==> config.mk <==
export PLATFORM = sky130hd
export DESIGN_NAME = rab_arbiter
export DESIGN_NICKNAME = d
export VERILOG_FILES = /design/src/rtl/rab_arbiter.sv
export SDC_FILE = /design/constraint.sdc
export NUM_CORES = 1
export LEC_CHECK = 0
export ABC_AREA = 1
export CAP_MARGIN = 0
export CORE_ASPECT_RATIO = 1.4
export CORE_MARGIN = 3
export CORE_UTILIZATION = 65
export CTS_CLUSTER_DIAMETER = 150
export CTS_CLUSTER_SIZE = 8
export DETAILED_ROUTE_END_ITERATION = 10
export DONT_BUFFER_PORTS = 1
export PLACE_DENSITY_LB_ADDON = 0.15
export REMOVE_ABC_BUFFERS = 1
export SLEW_MARGIN = 15
export SYNTH_ARGS = -nofsm -noshare
export SYNTH_HDL_FRONTEND = slang
export SYNTH_SLANG_ARGS = --single-unit
==> constraint.sdc <==
create_clock -name clk -period 1.8 [get_ports clk]
set_input_delay 0.18 -clock clk [delete_from_list [all_inputs] [get_ports clk]]
set_output_delay 0.18 -clock clk [all_outputs]
set_load 0.02 [all_outputs]
==> src/rtl/rab_arbiter.sv <==
// rab_arbiter: two-master (MCU, I2C) arbiter for the 8-bit register access bus.
//
// A master raises its write or read level. The arbiter grants one master and runs
// a fixed five-state transaction: IDLE -> ACCESS -> CAPTURE -> ACK -> RELEASE.
// From the cycle a request is sampled in IDLE (N), the register-file strobe is high
// at N+1, read data is captured at the end of N+2 and the one-cycle ack is high at N+3.
//
// Ports:
//   clk, rst                      clock and synchronous active-high reset
//   mcu_rab_write/read/addr/wdata MCU request levels, address and write data
//   mcu_rab_ack, mcu_rab_rdata    MCU completion pulse and held read data
//   i2c_rab_*                     same set for the I2C master
//   rab_write/read/addr/wdata     register-file strobes, address and write data
//   rab_rdata                     register-file read data, valid one cycle after rab_read
//
// Configuration macro RAB_RR_EN:
//   defined   - round-robin on ties; the master not granted last wins
//   undefined - fixed priority; MCU always wins ties
// All outputs are registered.

module rab_arbiter #(
    parameter int unsigned RAB_ADDR_WIDTH = 9
) (
    input  logic                      clk,
    input  logic                      rst,
    input  logic                      mcu_rab_write,
    input  logic                      mcu_rab_read,
    input  logic [RAB_ADDR_WIDTH-1:0] mcu_rab_addr,
    input  logic [7:0]                mcu_rab_wdata,
    output logic                      mcu_rab_ack,
    output logic [7:0]                mcu_rab_rdata,
    input  logic                      i2c_rab_write,
    input  logic                      i2c_rab_read,
    input  logic [RAB_ADDR_WIDTH-1:0] i2c_rab_addr,
    input  logic [7:0]                i2c_rab_wdata,
    output logic                      i2c_rab_ack,
    output logic [7:0]                i2c_rab_rdata,
    output logic                      rab_write,
    output logic                      rab_read,
    output logic [RAB_ADDR_WIDTH-1:0] rab_addr,
    output logic [7:0]                rab_wdata,
    input  logic [7:0]                rab_rdata
);

    typedef enum logic [2:0] {
        StIdle,
        StAccess,
        StCapture,
        StAck,
        StRelease
    } state_e;

    state_e state;
    logic   gnt_i2c;    // granted master of the current transaction
    logic   gnt_write;  // direction of the current transaction
    logic   mcu_req;
    logic   i2c_req;
    logic   pick_i2c;

`ifdef RAB_RR_EN
    logic   last_gnt_i2c;
`endif

    always_comb begin
        mcu_req = mcu_rab_write | mcu_rab_read;
        i2c_req = i2c_rab_write | i2c_rab_read;
`ifdef RAB_RR_EN
        pick_i2c = i2c_req && (!mcu_req || !last_gnt_i2c);
`else
        pick_i2c = i2c_req && !mcu_req;
`endif
    end

    always_ff @(posedge clk) begin
        if (rst) begin
            state         <= StIdle;
            gnt_i2c       <= 1'b0;
            gnt_write     <= 1'b0;
            mcu_rab_ack   <= 1'b0;
            i2c_rab_ack   <= 1'b0;
            mcu_rab_rdata <= 8'h00;
            i2c_rab_rdata <= 8'h00;
            rab_write     <= 1'b0;
            rab_read      <= 1'b0;
            rab_addr      <= '0;
            rab_wdata     <= 8'h00;
`ifdef RAB_RR_EN
            // Last grant reads as I2C so that MCU wins the first tie.
            last_gnt_i2c  <= 1'b1;
`endif
        end else begin
            // Strobes and acks are single-cycle pulses; default them low.
            mcu_rab_ack <= 1'b0;
            i2c_rab_ack <= 1'b0;
            rab_write   <= 1'b0;
            rab_read    <= 1'b0;

            unique case (state)
                StIdle: begin
                    if (mcu_req || i2c_req) begin
                        gnt_i2c <= pick_i2c;
                        // Write wins when a master raises both levels.
                        if (pick_i2c) begin
                            gnt_write <= i2c_rab_write;
                            rab_write <= i2c_rab_write;
                            rab_read  <= !i2c_rab_write;
                            rab_addr  <= i2c_rab_addr;
                            rab_wdata <= i2c_rab_wdata;
                        end else begin
                            gnt_write <= mcu_rab_write;
                            rab_write <= mcu_rab_write;
                            rab_read  <= !mcu_rab_write;
                            rab_addr  <= mcu_rab_addr;
                            rab_wdata <= mcu_rab_wdata;
                        end
`ifdef RAB_RR_EN
                        last_gnt_i2c <= pick_i2c;
`endif
                        state <= StAccess;
                    end
                end
                StAccess: begin
                    state <= StCapture;
                end
                StCapture: begin
                    // rab_rdata is valid in this cycle, one after the rab_read strobe.
                    if (!gnt_write) begin
                        if (gnt_i2c) begin
                            i2c_rab_rdata <= rab_rdata;
                        end else begin
                            mcu_rab_rdata <= rab_rdata;
                        end
                    end
                    mcu_rab_ack <= !gnt_i2c;
                    i2c_rab_ack <= gnt_i2c;
                    state       <= StAck;
                end
                StAck: begin
                    state <= StRelease;
                end
                StRelease: begin
                    // Gap cycle that lets the served master drop its level.
                    state <= StIdle;
                end
                default: begin
                    state <= StIdle;
                end
            endcase
        end
    end

endmodule

**Word-level counts from Yosys, hierarchy flattened**

Index checks and enable logic that the tools add are counted.

- Eq/ne operators: 4
- Multiplexer cells: 6
- Bitwise operators: 7
- Reduce and logical (&&, ||, !) cells: 12

Operators by type and width:

| cell | number |
|---|---|
| $pmux 3 s4 | 1 |
| $mux 9 | 1 |
| $mux 8 | 1 |
| $eq 3x2->1 const B | 2 |
| $reduce_and 3->1 | 2 |
| $not 1->1 | 5 |
| $logic_not 1->1 | 4 |
| $eq 3x1->1 const B | 1 |
| $logic_not 3->1 | 1 |
| $mux 3 | 1 |
| $reduce_or 3->1 | 1 |
| $mux 1 | 2 |
| $ne 2x2->1 const B | 1 |
| $or 1x1->1 | 2 |
| $reduce_and 2->1 | 1 |
| $reduce_or 2->1 | 1 |
| $logic_and 1x1->1 | 1 |
| $logic_or 1x1->1 | 1 |

- Bits in registers: 42
- Logic and storage cells: 40

**Logic depth before layout (Yosys ltp)**

- Depth in word-level cells: 4
- Mapped depth: 8

**Worst setup path after synthesis**

OpenSTA, ideal clock, no wires.

- Path kind: reg2reg
- Start: register state[1]
- End: register mcu_rab_rdata[0]
- Data arrival time: 1.032 ns
- Required time: 1.682 ns
- Slack: 0.650 ns
- Stages on the path, launching flop included: 5
- Path buffers: 1
- Clock period less this slack: 1.150 ns
- Path through: dfxtp_1 -> nand3_4 -> buf_6 -> nor3_1 -> nor2_1

- Cells in the longest elaborated chain, start to end: 2

Ends and longest elaborated chain:

| item | line | RTL |
|---|---|---|
| start: declaration | 53 | `state_e state;` |
| start signal: assignment | 76 | `state <= StIdle;` |
| start signal: assignment | 119 | `state <= StAccess;` |
| start signal: assignment | 123 | `state <= StCapture;` |
| $eq 3x2->1 | 98 | `unique case (state)` |
| $reduce_and 3->1 (no line) | n/a |  |
| end signal: assignment | 131 | `mcu_rab_rdata <= rab_rdata;` |
| end: declaration | 31 | `output logic [7:0] mcu_rab_rdata,` |

No other way between the ends.
A chain may end at the register's enable or synchronous reset.

**Worst setup path after layout**

- Start: register state[1]
- End: register i2c_rab_rdata[7]

- Cells in the longest elaborated chain, start to end: 2

Ends and longest elaborated chain:

| item | line | RTL |
|---|---|---|
| $eq 3x2->1 | 98 |  |
| $reduce_and 3->1 (no line) | n/a |  |
| end signal: assignment | 129 | `i2c_rab_rdata <= rab_rdata;` |
| end: declaration | 37 | `output logic [7:0] i2c_rab_rdata,` |

No other way between the ends.

==> impl_metrics.env <==
export IMPL_post_synth_top_count_cell="nor2_1"
export IMPL_syn_avg_cell_area_um2=7.19
export IMPL_die_h_um=72.0
export IMPL_drt_iter0_markers=30
export IMPL_min_period_over_period_pct=76.2
export IMPL_h_tree_depth=2
export IMPL_end_kind="flip-flop"
export IMPL_nNetsFinal=326
export IMPL_worst_endpoint_required_ps=2020
export IMPL_pwr_share_clk_pct=28.2
export IMPL_synthSimpleGateAreaFrac_pct=37.9
export IMPL_worstSetupStartpointType="flip-flop"
export IMPL_cts_resized=0
export IMPL_synth_xor_area_share_pct=0
export IMPL_synth_flop_cell="dfxtp_1"
export IMPL_async_reset_ff_share_pct=0
export IMPL_avgViaCountPerCell=5.37
export IMPL_cap_violations=0
export IMPL_hold_depth=2
export IMPL_cp_max_fo=18
export IMPL_synth_fa_ha_area_share_pct=0
export IMPL_synth_compound_gate_area_share_pct=11.3
export IMPL_grt_max_degree=35
export IMPL_diodes=0
export IMPL_cellInternalPower_uw=1460
export IMPL_drt_pass1_iterations=4
export IMPL_synth_top_cell_by_area="dfxtp_1"
export IMPL_synth_top_cells_by_area="dfxtp_1 (42%), nor2_1 (11%), nand3_1 (8.9%), nand2_1 (7.1%), a21boi_0 (4.8%)"
export IMPL_synth_seq_cells=42
export IMPL_ys_types=23
export IMPL_totalWireLength_um=4210
export IMPL_fp_row_count=23
export IMPL_setup_viol=0
export IMPL_synth_cells=281
export IMPL_dp_hpwl_um=3060
export IMPL_fin_skew_ps=3.22
export IMPL_antenna_left=0
export IMPL_cts_sinks=42
export IMPL_insertion_delay_ps=290
export IMPL_relSlewSlack_pct=62.5
export IMPL_hold_violations=0
export IMPL_rrSetupSlack_ps=430
export IMPL_ys_seq_area_share_pct=41.6
export IMPL_core_um2=2910
export IMPL_ys_top_cells_by_count="nor2_1 (59), dfxtp_1 (42), nand2_1 (38), nand3_1 (36), inv_1 (23)"
export IMPL_hold_path_class="primary input to flip-flop"
export IMPL_swShare_pct=32.2
export IMPL_power_leakage_uw=0.000937
export IMPL_wl_per_cell_um=13.3
export IMPL_maxSlewViolCount=0
export IMPL_synth_top_area_share_pct=41.6
export IMPL_rr_worst_depth=4
export IMPL_cts_tree="done"
export IMPL_place_gp_congestion=0.760
export IMPL_initial_core_util_pct=69.5
export IMPL_ios=85
export IMPL_criticalPathCategory="flip-flop to flip-flop"
export IMPL_overflow=0
export IMPL_cts_root_buf="clkbuf_8"
export IMPL_power_frac_seq_pct=54.7
export IMPL_cts_path_max_buffers=2
export IMPL_syn2layout_area_growth_pct=4.21
export IMPL_antenna_found_initial=0
export IMPL_worst_slew_pin_slew_ps=562
export IMPL_layout_min_cycle_time_ps=1370
export IMPL_ir_drop_mv=0.661
export IMPL_grt_pass1_vias=1700
export IMPL_numCtsBuffers=5
export IMPL_holdWs_ps=26.7
export IMPL_drcViolationCount=0
export IMPL_die_x_um=53.1
export IMPL_synth_top_family_by_area="simple AND/OR/NAND/NOR gates"
export IMPL_track_usage_pct=24.0
export IMPL_layout_drive_gt1_share_pct=9.32
export IMPL_rsz0062_at_grt="false"
export IMPL_max_freq_mhz=729
export IMPL_syn_area_um2=2020
export IMPL_num_vias=1697
export IMPL_setup_tns_ps=0
export IMPL_cp_arrival_ps=1590
export IMPL_hold_buffers=1
export IMPL_numPortBuffers=0
export IMPL_path_clk_slew_ps=70
export IMPL_die_area_um2=3820
export IMPL_grt_pass1_wl_um=6960
export IMPL_post_cts_setup_buffers=0
export IMPL_outcome="completed"
export IMPL_ys_warn_count=0
export IMPL_power_density_nw_per_um2=1020
export IMPL_switching_power_uw=694
export IMPL_synthMuxAreaShare_pct=0
export IMPL_synth_edf_count=0
export IMPL_pwr_share_comb_pct=17.1
-- critical path: stages (launching register included) --
cell and delay, ps:
dfxtp_1 550, nand3_4 270, nor2_4 230, o21ai_0 120, nor2_1 140
-- state kept, by name, summed over array words and instances (netlist names) --
register       flops
gnt_i2c            1
rab_wdata          8
gnt_write          1
mcu_rab_rdata      8
rab_read           1
mcu_rab_ack        1
i2c_rab_ack        1
rab_addr           9
i2c_rab_rdata      8
state              3
rab_write          1
-- routing by layer --
layer | track usage [%] | vias up | share of wire, %
met5 | 0 | - | 0
met2 | 43.0 | 63 | 51
met4 | 11.4 | 0 | 1.6
met3 | 7.80 | 4 | 10
li1 | - | 895 | -
met1 | 24.1 | 735 | 37
-- layout by cell type (no fill, tap or decap), types with 6 or more instances in the layout --
| cell | instances |
|---|---|
| a21boi_0 | 13 |
| clkbuf_8 | 6 |
| dfxtp_1 | 42 |
| inv_1 | 23 |
| nand2_1 | 38 |
| nand3_1 | 36 |
| nor2_1 | 59 |
| nor3_1 | 14 |
| o21ai_0 | 19 |
-- final timing paths --
| check | start | end |
|---|---|---|
| worst max-delay path | state[1]$_SDFFE_PP0P_ | i2c_rab_rdata[7]$_SDFFE_PP0P_ |
| worst min-delay path | rab_rdata[7] | mcu_rab_rdata[7]$_SDFFE_PP0P_ |
| worst max register to register | state[1]$_SDFFE_PP0P_ | i2c_rab_rdata[7]$_SDFFE_PP0P_ |
| worst min register to register | gnt_i2c$_SDFFE_PP0P_ | mcu_rab_ack$_SDFF_PP0_ |
-- layout make-up --
class                           count  area [um^2]
Clock buffer                        7         86.3
Clock inverter                      1         5.00
Sequential cell                    42          841
Inverter                           25         93.8
Tap cell                           37         46.3
Fill cell                         267          801
Timing Repair Buffer                5         40.0
Multi-Input combinational cell    199          993
-- cell families (layout without fill, tap and decap cells) --
family	after synthesis	after routing
flip-flops	42	42
buffers and inverters	40	38
AO/OA/AOI/OAI	37	37
AND/OR/NAND/NOR	162	162
-- through the flow --
step	instance area (um^2)	instances	total power (uW)	utilization, %	worst slack [ps]
after floorplan	1930	266	1480	-	412
after global placement	2000	307	1560	69.0	509
after CTS	2110	316	2170	72.4	419
after global routing	2110	316	2290	72.4	291
final	2110	316	2150	72.4	428
after detailed placement	2000	307	1570	69.0	463
-- power by group through the flow --
stage	Combinational (uW)	Sequential, uW	Clock (uW)
finish	369	1180	608
global route	435	1190	663
CTS	374	1180	618
detailed placement	371	1200	0
global placement	359	1200	0
floorplan	304	1180	0
No activity file was read; power rests on OpenSTA's default activity.
